`src/rtl/ami_pkg.sv`:
```
// ami_pkg: shared AXI constants, read-splitter state enum and 4 KB room helper
package ami_pkg;
  localparam logic [1:0] AXI_BURST_INCR  = 2'b01;
  localparam logic [1:0] AXI_RESP_OKAY   = 2'b00;
  localparam logic [1:0] AXI_RESP_EXOKAY = 2'b01;
  localparam logic [1:0] AXI_RESP_SLVERR = 2'b10;
  localparam logic [1:0] AXI_RESP_DECERR = 2'b11;
  typedef enum logic [1:0] {S_IDLE, S_ISSUE, S_WAIT, S_DONE} split_state_e;
  // beats of 2^l bytes left before the next 4 KB page starts
  function automatic logic [12:0] beats_to_4k(input logic [11:0] addr, input int unsigned l);
    return 13'((13'd4096 - {1'b0, addr}) >> l);
  endfunction
endpackage

```
`src/rtl/ami_rd_split.sv`:
```
// ami_rd_split: splits one linear read command into 4 KB-safe INCR bursts and reports completion
//   cmd_*         : command in (id, start address, byte count), cmd_ready high only when idle
//   usr_ar*       : burst requests toward the AXI master user AR port
//   mon_r*        : passive snoop of the user R handshake used to count returned bursts
//   done/done_err : one-cycle completion pulse, done_err set if any beat came back SLVERR/DECERR
module ami_rd_split
  import ami_pkg::*;
#(
  parameter int AXI_DW = 128,
  parameter int AXI_AW = 32,
  parameter int AXI_IW = 8,
  parameter int AXI_LW = 8,
  parameter int AXI_SW = 3,
  parameter int BL     = 16,
  parameter int CMD_BW = 32
) (
  input  logic              ACLK,
  input  logic              ARESETn,
  input  logic [AXI_IW-1:0] cmd_id,
  input  logic [AXI_AW-1:0] cmd_addr,
  input  logic [CMD_BW-1:0] cmd_bytes,
  input  logic              cmd_valid,
  output logic              cmd_ready,
  output logic [AXI_IW-1:0] usr_arid,
  output logic [AXI_AW-1:0] usr_araddr,
  output logic [AXI_LW-1:0] usr_arlen,
  output logic [AXI_SW-1:0] usr_arsize,
  output logic [1:0]        usr_arburst,
  output logic              usr_arvalid,
  input  logic              usr_arready,
  input  logic              mon_rvalid,
  input  logic              mon_rready,
  input  logic              mon_rlast,
  input  logic [1:0]        mon_rresp,
  output logic              done,
  output logic              done_err
);
  localparam int L  = $clog2(AXI_DW / 8);
  localparam int CW = CMD_BW - L;
  split_state_e      state_q, state_d;
  logic [AXI_IW-1:0] id_q, id_d;
  logic [AXI_AW-1:0] addr_q, addr_d;
  logic [CW-1:0]     rem_q, rem_d, issued_q, issued_d, comp_q, comp_d;
  logic [CW-1:0]     n, room, beats;
  logic              err_q, err_d, ar_hs, r_hs, r_done;
  logic              unused_ok;
  assign unused_ok = ^{mon_rresp[0], cmd_addr[L-1:0], cmd_bytes[L-1:0]};
  assign beats  = cmd_bytes[CMD_BW-1:L];
  assign ar_hs  = usr_arvalid & usr_arready;
  assign r_hs   = mon_rvalid & mon_rready;
  // completions are clamped to issued so stray or stale rlasts never count
  assign r_done = r_hs & mon_rlast & (comp_q < issued_q);
  // burst length depends only on registered state, so it holds steady across AR stalls
  always_comb begin
    room = CW'(beats_to_4k(addr_q[11:0], L));
    n    = rem_q < CW'(BL) ? rem_q : CW'(BL);
    n    = room < n ? room : n;
  end
  // payload is zeroed outside ISSUE so idle outputs match the reset values
  assign usr_arvalid = state_q == S_ISSUE;
  assign usr_arid    = usr_arvalid ? id_q : '0;
  assign usr_araddr  = usr_arvalid ? addr_q : '0;
  assign usr_arlen   = usr_arvalid ? AXI_LW'(n - CW'(1)) : '0;
  assign usr_arsize  = usr_arvalid ? AXI_SW'(L) : '0;
  assign usr_arburst = usr_arvalid ? AXI_BURST_INCR : 2'b00;
  assign cmd_ready   = state_q == S_IDLE;
  assign done        = state_q == S_DONE;
  assign done_err    = done & err_q;
  always_comb begin
    state_d  = state_q;
    id_d     = id_q;
    addr_d   = addr_q;
    rem_d    = rem_q;
    issued_d = issued_q;
    comp_d   = comp_q;
    err_d    = err_q;
    if (state_q != S_IDLE) begin
      comp_d = r_done ? comp_q + CW'(1) : comp_q;
      err_d  = err_q | (r_hs & mon_rresp[1]);
    end
    case (state_q)
      S_IDLE: if (cmd_valid) begin
        id_d     = cmd_id;
        addr_d   = {cmd_addr[AXI_AW-1:L], {L{1'b0}}};
        rem_d    = beats;
        issued_d = '0;
        comp_d   = '0;
        err_d    = 1'b0;
        state_d  = beats == '0 ? S_DONE : S_ISSUE;
      end
      S_ISSUE: if (ar_hs) begin
        addr_d   = addr_q + (AXI_AW'(n) << L);
        rem_d    = rem_q - n;
        issued_d = issued_q + CW'(1);
        state_d  = rem_q == n ? S_WAIT : S_ISSUE;
      end
      S_WAIT: state_d = comp_d == issued_q ? S_DONE : S_WAIT;
      default: state_d = S_IDLE;
    endcase
  end
  always_ff @(posedge ACLK or negedge ARESETn) begin
    if (!ARESETn) begin
      state_q  <= S_IDLE;
      id_q     <= '0;
      addr_q   <= '0;
      rem_q    <= '0;
      issued_q <= '0;
      comp_q   <= '0;
      err_q    <= 1'b0;
    end else begin
      state_q  <= state_d;
      id_q     <= id_d;
      addr_q   <= addr_d;
      rem_q    <= rem_d;
      issued_q <= issued_d;
      comp_q   <= comp_d;
      err_q    <= err_d;
    end
  end
endmodule

```
`config.mk`:
```
export PLATFORM = sky130hd
export DESIGN_NAME = ami_rd_split
export DESIGN_NICKNAME = d
export VERILOG_FILES = /design/src/rtl/ami_pkg.sv /design/src/rtl/ami_rd_split.sv
export SDC_FILE = /design/constraint.sdc
export NUM_CORES = 1
export LEC_CHECK = 0
export ABC_AREA = 1
export CAP_MARGIN = 10
export CORE_ASPECT_RATIO = 2
export CORE_MARGIN = 1.5
export CORE_UTILIZATION = 41
export CTS_BUF_LIST = sky130_fd_sc_hd__clkbuf_4
export DETAILED_ROUTE_END_ITERATION = 12
export PLACE_DENSITY = 0.73
export SLEW_MARGIN = 20
export SYNTH_ARGS = -nofsm -noshare
export SYNTH_HDL_FRONTEND = slang
export SYNTH_SLANG_ARGS = --single-unit
```
`constraint.sdc`:
```
create_clock -name ACLK -period 9.32 [get_ports ACLK]
set_clock_uncertainty 0.1 [all_clocks]
set_input_delay 1.864 -clock ACLK [delete_from_list [all_inputs] [get_ports ACLK]]
set_output_delay 1.864 -clock ACLK [all_outputs]
set_load 0.05 [all_outputs]
```
==> flow_summary.toml, run 1 <==
[pwr]
power_frac_clock_pct = 8.7
seq_power_share_pct = 19.2
swShare_pct = 56.7
peakVddDrop_uv = 187
power_density_nw_per_um2 = 357
p_comb_share_pct = 72.1
p_leak_uw = 0.00642
p_int_uw = 2050
p_sw_uw = 2690

[clocking]
clock_path_buffers = 2
cts_buffers = 17
cts_tree = "built"
cts_num_sinks = 123
cts-root-buf = "clkbuf_4"
ctsResizeCount = 0
cts_hold_buffers = 0
h-tree-depth = 4
cts.clk_slew.worst_paths_ns = 0.12
clock_latency_ns = 0.63
cts_setup_buffers = 0

[drt]
drtAntennaViolNets = 0
vias = 12195
wl_microns = 40200
drtPass1Iterations = 6
dr.first_iter.drc_count = 770
vias_per_cell = 5.50
wl_per_cell_microns = 18.1
drc_errors = 0

[timing]
finalHoldViolations = 0
final_max_slew_viol_count = 0
rsz0062_at_grt = "no"
max-slew-margin-rel_pct = 20.3
setup_viol = 0
worst_slew_pin_slew_ns = 1.18
period_share_pct = 84.1
fin_tns_setup_ns = 0
post-route-min-period_ns = 7.83
max_freq_ghz = 0.128

[yosys]
synth_cell_types = 55
synth_enable_flop_cells = 0
yosys_warnings = 0
syn_area_sq_um = 11300
synthArstFlopShare_pct = 100
yosysSeqAreaShare_pct = 27.2
yosys_most_used_dff = "dfrtp_1"
syn_inst = 1711
syn_avg_cell_area_sq_um = 6.62
ys_ff_latch = 123

[placed_design]
gp_congestion = 1.10
dpl-instance-area_sq_um = 13000
port-buffer-count = 121
hpwl_microns = 31000

[die]
die-area_sq_um = 28700
start_util_pct = 41.9
die_h_microns = 238
num_rows = 85
core_sq_um = 27000
io_pins = 138
die_w_microns = 121

[finish]
drive_gt1_share_pct = 4.61
utilization_pct = 49.1
syn2layout_area_growth_pct = 17.0
design_area_sq_um = 13300
nNetsFinal = 2027

[global_routing]
first_global_vias = 12286
grt_max_degree = 74
overflow = 0
grt_util_all_layers_pct = 28.4
grt_pass1_wl_microns = 62200
antenna_found_initial = 3

[critical_path]
cp_cell_sequence = "nor3_1 -> inv_2 -> nor3_1 -> nand3_1 -> xor2_1 -> ha_1 -> a21oi_1 -> o21ai_0 -> a21oi_1 -> nand2_2 -> o21ai_1 -> inv_2 -> nor2_1 -> inv_1 -> nor2_1 -> nand2_1 -> clkinv_1 -> nand3_1 -> a21oi_1 -> clkdlybuf4s50_1"
crit_buf_inv = 5
critPathLaunchType = "flop"
critPathKind = "flop to primary output"
critPathRequiredTime_ns = 7.36
rr_startpoint = "addr_q[5]"
cp_max_fo = 9
worst_path_max_delay_cell = "clkdlybuf4s50_1"
critPathLaunch = "addr_q[5]"
max_stage_delay_ns = 0.87
cp_data_arrival_time_ns = 5.87
setup.worst_path.end_class = "primary output"
crit_top_cell = "a21oi_1"
critical_path.top_delay_family = "simple AND/OR/NAND/NOR gates"

[worst_hold_path]
hold_path.class = "flop to flop"
hold_start = "addr_q[31]"

[run_status]
status = "finished, final reports clean"

[flow_run]
cap_violations = 0
power groups by stage:
stage | clock [uW] | combinational (uW) | sequential, uW
final | 414 | 3420 | 908
after global routing | 444 | 3750 | 930
after CTS | 422 | 3330 | 904
after detailed placement | 0 | 3310 | 914
after global placement | 0 | 3260 | 909
after floorplan | 0 | 2370 | 859
Yosys cell counts (all sizes together), types with 2 or more instances:
cell type | count | area [sq um]
o22ai | 23 | 144
nand3 | 107 | 546
nand3b | 5 | 37.5
dfrtp | 123 | 3080
clkbuf | 30 | 113
o221a | 2 | 22.5
o21bai | 8 | 60.1
a221oi | 2 | 17.5
fa | 2 | 40.0
nor2 | 216 | 901
a21o | 2 | 15.0
xnor3 | 5 | 113
xor2 | 27 | 236
nor3 | 42 | 230
a211oi | 4 | 30.0
o21ai | 132 | 661
a21boi | 5 | 37.5
a22oi | 3 | 22.5
nand4 | 29 | 181
xnor2 | 10 | 87.6
o211ai | 11 | 82.6
a21oi | 132 | 661
a31oi | 7 | 43.8
and3 | 2 | 12.5
conb | 2 | 7.51
clkinv | 2 | 7.51
inv | 225 | 847
nor4 | 21 | 180
or2 | 7 | 43.8
o2111ai | 2 | 17.5
o221ai | 2 | 17.5
ha | 91 | 1140
o21a | 3 | 22.5
buf | 17 | 98.8
nand2 | 405 | 1540
per-stage QoR:
stage | hold slack, ns | worst slack, ns | power, uW | std cells
after CTS | 0.417 | 1.63 | 4660 | 2213
final | 0.412 | 1.49 | 4740 | 2216
after global routing | 0.437 | 1.21 | 5130 | 2216
after global placement | 0.383 | 2.44 | 4160 | 2182
after floorplan | 0.370 | 3.35 | 3230 | 1756
after detailed placement | 0.390 | 2.36 | 4220 | 2182
final timing paths:
kind                                 to  depth (start not counted)  slack (ns)
max                        usr_arlen[6]                         20        1.49
min                          addr_q[31]                          2        0.41
max reg2reg                  addr_q[27]                         30        2.94
min reg2reg                  addr_q[31]                          2        0.41
max in group asynchronous     rem_q[10]                          2        6.47
min in group asynchronous     rem_q[12]                          1        1.20
cell families (layout without fill, tap and decap cells):
| group | after synthesis | in the layout | synth area share, % |
|---|---|---|---|
| simple gates | 836 | 836 | 32.5 |
| fa+ha+maj | 93 | 93 | 10.4 |
| compound gates | 341 | 341 | 16.6 |
| flops | 123 | 123 | 27.2 |
| buf+inv | 274 | 383 | 9.41 |
| xor+xnor | 42 | 42 | 3.85 |
| other cells | 2 | 50 | 0.0663 |
worst min-delay path, delay by kind of cell, from the launching register on:
family                 cells  cell delay, ns
buffers and inverters      1            0.04
AOI/OAI and AO/OA          1            0.08
DFF                        1            0.36
registers in the layout, summed over array words and instances, names as in the netlist:
signal and cells:
comp_q 28, err_q 1, state_q 2, issued_q 28
addr_q 28, rem_q 28, id_q 8
per-layer routing:
metal,routed length [microns],global-route usage (%)
met1,13000,25.6
met2,21600,54.0
met3,2140,5.40
met4,3420,22.2
met5,0,0
layout make-up:
| type | instances | area (sq um) |
|---|---|---|
| antenna | 3 | 7.51 |
| clock buffer | 18 | 135 |
| clock inverter | 13 | 151 |
| fill | 2809 | 13800 |
| inverter | 227 | 855 |
| multi-input combinational | 1359 | 7350 |
| sequential | 123 | 3080 |
| tap | 348 | 435 |
| timing repair buffer | 125 | 1240 |
cells in the final DEF (no fill, tap or decap), types with 18 or more instances in the layout:
master           netlist  layout
o21ai_0              110     109
o22ai_1               23      23
nor2_1               205     205
conb_1                 2      47
nand2_1              399     399
ha_1                  91      91
xor2_1                27      27
inv_1                211     210
a21oi_1              132     132
nand4_1               29      29
clkbuf_4               0      18
nand3_1              105     105
o21ai_1               22      23
nor3_1                38      38
dfrtp_1              123     123
clkdlybuf4s50_1        0     120
(Power assumes the default switching activity.)
==> inputs of run 2 (changes only) <==
==> constraint.sdc (replaced) <==
create_clock -name ACLK -period 8.2 [get_ports ACLK]
set_clock_uncertainty 0.1 [all_clocks]
set_input_delay 1.64 -clock ACLK [delete_from_list [all_inputs] [get_ports ACLK]]
set_output_delay 1.64 -clock ACLK [all_outputs]
set_load 0.05 [all_outputs]
==> flow_summary.toml, run 2 (same netlist as run 1, synthesis figures left out) <==
[pwr]
peakVddDrop_uv = 193
p_leak_uw = 0.00642
seq_power_share_pct = 19.3
p_int_uw = 2330
power_uw = 5360
power_density_nw_per_um2 = 403
p_sw_uw = 3020
swShare_pct = 56.5
power_frac_clock_pct = 9.1
p_comb_share_pct = 71.6

[finish]
nNetsFinal = 2028
mostFrequentLayoutCell = "nand2_1"
final_cell_mix = "nand2_1 (399), inv_1 (210), nor2_1 (205)"
syn2layout_area_growth_pct = 17.2
drive_gt1_share_pct = 4.66

[die]
num_rows = 85
die_w_microns = 121
die-area_sq_um = 28700
core_sq_um = 27000
io_pins = 138
die_h_microns = 238
start_util_pct = 41.9

[global_routing]
grt_pass1_wl_microns = 62100
overflow = 0
first_global_vias = 12484
grt_max_degree = 74
antenna_found_initial = 3
grt_util_all_layers_pct = 28.2

[drt]
wl_microns = 39800
drtPass1Iterations = 5
vias_per_cell = 5.49
wl_per_cell_microns = 18.0
vias = 12175
dr.first_iter.drc_count = 629
drtAntennaViolNets = 0
drc_errors = 0

[timing]
fin_tns_setup_ns = 0
finalHoldViolations = 0
max-slew-margin-rel_pct = 32.6
setup_viol = 0
period_share_pct = 91.7
final_max_slew_viol_count = 0
max_freq_ghz = 0.133
rsz0062_at_grt = "no"
post-route-min-period_ns = 7.52
worst_slew_pin_slew_ns = 1.00
holdWs_ns = 0.410

[clocking]
cts.clk_slew.worst_paths_ns = 0.13
ctsResizeCount = 0
h-tree-depth = 4
cts_buffers = 17
cts_setup_buffers = 0
cts_num_sinks = 123
cts_tree = "built"
cts_hold_buffers = 0
clock_latency_ns = 0.62
clock_path_buffers = 2
cts-root-buf = "clkbuf_4"

[critical_path]
cp_data_arrival_time_ns = 5.78
critPathKind = "flop to primary output"
critPathLaunchType = "flop"
cp_max_fo = 9
r2r_cells = 27
setup.worst_path.end_class = "primary output"
critPathRequiredTime_ns = 6.46

[worst_hold_path]
hold_depth = 2
hold_path.class = "flop to flop"

[placed_design]
port-buffer-count = 121
hpwl_microns = 31100
gp_congestion = 1.03

[flow_run]
cap_violations = 0

[run_status]
status = "finished, final reports clean"
==> run 2: changes by cell type in the layout (fill, tap and decap cells not counted) <==
| cell | before | now |
|---|---|---|
| buf_6 | 0 | 1 |
| clkbuf_4 | 18 | 17 |
| clkinv_1 | 3 | 4 |
| clkinv_2 | 5 | 2 |
| clkinv_4 | 1 | 2 |
| clkinvlp_4 | 2 | 4 |
| inv_6 | 1 | 2 |
| o21ai_0 | 109 | 110 |
| o21ai_1 | 23 | 22 |
==> run 2: through the flow <==
step	instances	worst slack [ns]	utilization (%)	instance area [sq um]
6_report	2218	0.680	49.2	13300
3_3_place_gp	2183	1.52	48.0	13000
4_1_cts	2215	0.706	49.1	13300
3_5_place_dp	2183	1.43	48.0	13000
2_1_floorplan	1756	2.45	-	11500
5_1_grt	2218	0.209	49.2	13300
==> run 2: power groups by stage <==
| stage | clock [uW] | combinational, uW | sequential, uW |
|---|---|---|---|
| after floorplan | 0 | 2690 | 976 |
| after global placement | 0 | 3690 | 1040 |
| after detailed placement | 0 | 3750 | 1040 |
| after CTS | 503 | 3770 | 1030 |
| after global routing | 520 | 4220 | 1060 |
| final | 487 | 3830 | 1040 |
==> run 2: layout make-up <==
type / instances / area [sq um]
clock buffers: 17 / 128
flip-flops and latches: 123 / 3080
inverters: 227 / 855
diodes: 3 / 7.51
fillers: 2814 / 13700
repair buffers: 126 / 1250
well taps: 348 / 435
clock inverters: 15 / 173
multi-input cells: 1359 / 7350
==> run 2: worst paths after layout <==
path,to,slack [ns],startpoint
min in group asynchronous,rem_q[3],0.95,ARESETn
min reg2reg,addr_q[31],0.41,addr_q[31]
max,usr_arlen[7],0.68,addr_q[5]
max reg2reg,addr_q[25],1.94,addr_q[5]
max in group asynchronous,rem_q[20],5.82,ARESETn
min,addr_q[31],0.41,addr_q[31]
==> run 2: routing by layer <==
metal	part of all wire [%]	GRT usage [%]	up-vias	wire length [microns]
li1	-	-	5948	-
met1	33	25.1	5641	13200
met2	54	53.4	402	21300
met3	4.2	5.19	184	1680
met4	9.2	23.4	0	3660
met5	0	0	-	0
==> run 2: worst max-delay path: stages (launching register included) <==
cell and delay [ns]:
dfrtp_1 0.48, nor3_1 0.41, inv_2 0.04, nor3_1 0.26, nand3_1 0.15, xor2_1 0.20
ha_1 0.27, a21oi_1 0.15, o21ai_0 0.10, a21oi_1 0.52, nand2_2 0.26, o21ai_1 0.35
inv_2 0.12, nor2_1 0.12, inv_1 0.07, nor2_1 0.13, nand2_1 0.21, clkinv_1 0.11
nand3_1 0.10, a21oi_1 0.25, clkdlybuf4s50_1 0.84
==> inputs of run 3 (changes only) <==
--- a/config.mk
+++ b/config.mk
@@ -6,6 +6,7 @@
 export NUM_CORES = 1
 export LEC_CHECK = 0
 export ABC_AREA = 1
+export ABC_CLOCK_PERIOD_IN_PS = 8200
 export CAP_MARGIN = 10
 export CORE_ASPECT_RATIO = 2
 export CORE_MARGIN = 1.5
==> constraint.sdc (replaced) <==
create_clock -name ACLK -period 8.2 [get_ports ACLK]
set_clock_uncertainty 0.1 [all_clocks]
set_input_delay 2.05 -clock ACLK [delete_from_list [all_inputs] [get_ports ACLK]]
set_output_delay 2.05 -clock ACLK [all_outputs]
set_load 0.05 [all_outputs]
==> flow_summary.toml, run 3 (same netlist as run 1, synthesis figures left out) <==
[run_status]
status = "finished, final reports clean"

[drt]
drc_errors = 0
vias_per_cell = 5.49
drtPass1Iterations = 5
wl_microns = 39800
wl_per_cell_microns = 18.0
vias = 12177
drtAntennaViolNets = 0
dr.first_iter.drc_count = 672

[critical_path]
critPathRequiredTime_ns = 6.05
worst_path_max_delay_cell = "clkdlybuf4s50_1"
cp_cell_sequence = "nor3_1 -> inv_2 -> nor3_1 -> nand3_1 -> xor2_1 -> ha_1 -> a21oi_1 -> o21ai_0 -> a21oi_1 -> buf_4 -> nand2_2 -> o21ai_1 -> inv_2 -> nor2_1 -> inv_1 -> nor2_1 -> nand2_1 -> clkinv_1 -> nand3_1 -> a21oi_1 -> clkdlybuf4s50_1"
critical_path.top_delay_family = "simple AND/OR/NAND/NOR gates"
regToRegSetupSlack_ns = 2.24
critPathLaunchType = "flop"
crit_top_cell = "a21oi_1"
crit_buf_inv = 6
cp_data_arrival_time_ns = 5.45
setup.worst_path.end_class = "primary output"
critPathKind = "flop to primary output"
cp_max_fo = 9
max_stage_delay_ns = 0.85

[clocking]
clock_path_buffers = 2
cts_tree = "built"
cts-root-buf = "clkbuf_4"
cts_hold_buffers = 0
cts_num_sinks = 123
ctsResizeCount = 0
cts.clk_slew.worst_paths_ns = 0.12
cts_buffers = 17
h-tree-depth = 4
cts_setup_buffers = 0
clock_latency_ns = 0.65

[timing]
rsz0062_at_grt = "no"
max_freq_ghz = 0.132
post-route-min-period_ns = 7.60
fin_tns_setup_ns = 0
period_share_pct = 92.6
setup_viol = 0
worst_slew_pin_slew_ns = 1.05
finalHoldViolations = 0
final_max_slew_viol_count = 0
max-slew-margin-rel_pct = 30.1

[finish]
drive_gt1_share_pct = 4.66
final_cell_mix = "nand2_1 (399), inv_1 (210), nor2_1 (205)"
utilization_pct = 49.2
nNetsFinal = 2029
syn2layout_area_growth_pct = 17.3
mostFrequentLayoutCell = "nand2_1"
fin_cells = 2217

[flow_run]
cap_violations = 0

[global_routing]
first_global_vias = 12470
grt_util_all_layers_pct = 28.3
grt_pass1_wl_microns = 62300
overflow = 0
antenna_found_initial = 2
grt_max_degree = 74

[pwr]
p_leak_uw = 0.00643
power_density_nw_per_um2 = 405
peakVddDrop_uv = 217

[die]
die_w_microns = 121
die_h_microns = 238
num_rows = 85
io_pins = 138
core_sq_um = 27000
start_util_pct = 41.9
die-area_sq_um = 28700

[placed_design]
dp.cells = 2184
hpwl_microns = 30900
gp_congestion = 0.996
port-buffer-count = 121

[worst_hold_path]
hold_path.class = "flop to flop"
## run 3: cell types whose count changed in the layout (fill, tap and decap cells not counted), sizes merged
cell      previous run  this run
clkinvlp             4         3
buf                  6         7
bufinv               3         4
diode                3         2
clkinv               8         9
inv                227       225
## run 3: per-layer routing
layer	vias to the layer above	GRT usage, %	wire [microns]
li1	5919	-	-
met1	5698	25.9	13000
met2	399	54.4	22100
met3	161	3.75	1610
met4	0	22.5	3120
met5	-	0	0
## run 3: power by group
part           leakage (uW)  internal, uW  total (uW)  switching (uW)
clock network      0.000158           235         504             268
registers           0.00155           827        1030             206
logic               0.00473          1300        3840            2550
total               0.00643          2360        5380            3020
## run 3: tightest hold or removal path, stage by stage (launching register included)
cell and delay (ns):
dfrtp_1 0.37, o22ai_1 0.08, inv_1 0.05
## run 3: metrics by stage
stage | total power (uW) | worst slack [ns] | instance area (sq um) | hold slack [ns]
after global placement | 4730 | 1.38 | 13000 | 0.384
after floorplan | 3670 | 2.04 | 11500 | 0.370
after global routing | 5820 | 0.201 | 13300 | 0.446
final | 5380 | 0.605 | 13300 | 0.427
after CTS | 5310 | 0.662 | 13300 | 0.427
after detailed placement | 4790 | 1.40 | 13000 | 0.399
## run 3: path summary, 6_finish.rpt
path,cells past startpoint,from,endpoint
max,21,addr_q[5],usr_arlen[6]
min reg2reg,2,addr_q[31],addr_q[31]
max reg2reg,28,addr_q[5],addr_q[25]
min,2,addr_q[31],addr_q[31]
min in group asynchronous,1,ARESETn,rem_q[13]
max in group asynchronous,2,ARESETn,issued_q[19]
## run 3: layout make-up
type                       count  area, sq um
clock buffer                  17          128
fill                        2797        13700
sequential                   123         3080
multi-input combinational   1359         7350
tap                          348          435
clock inverter                14          179
timing repair buffer         127         1250
antenna                        2         5.00
inverter                     227          855
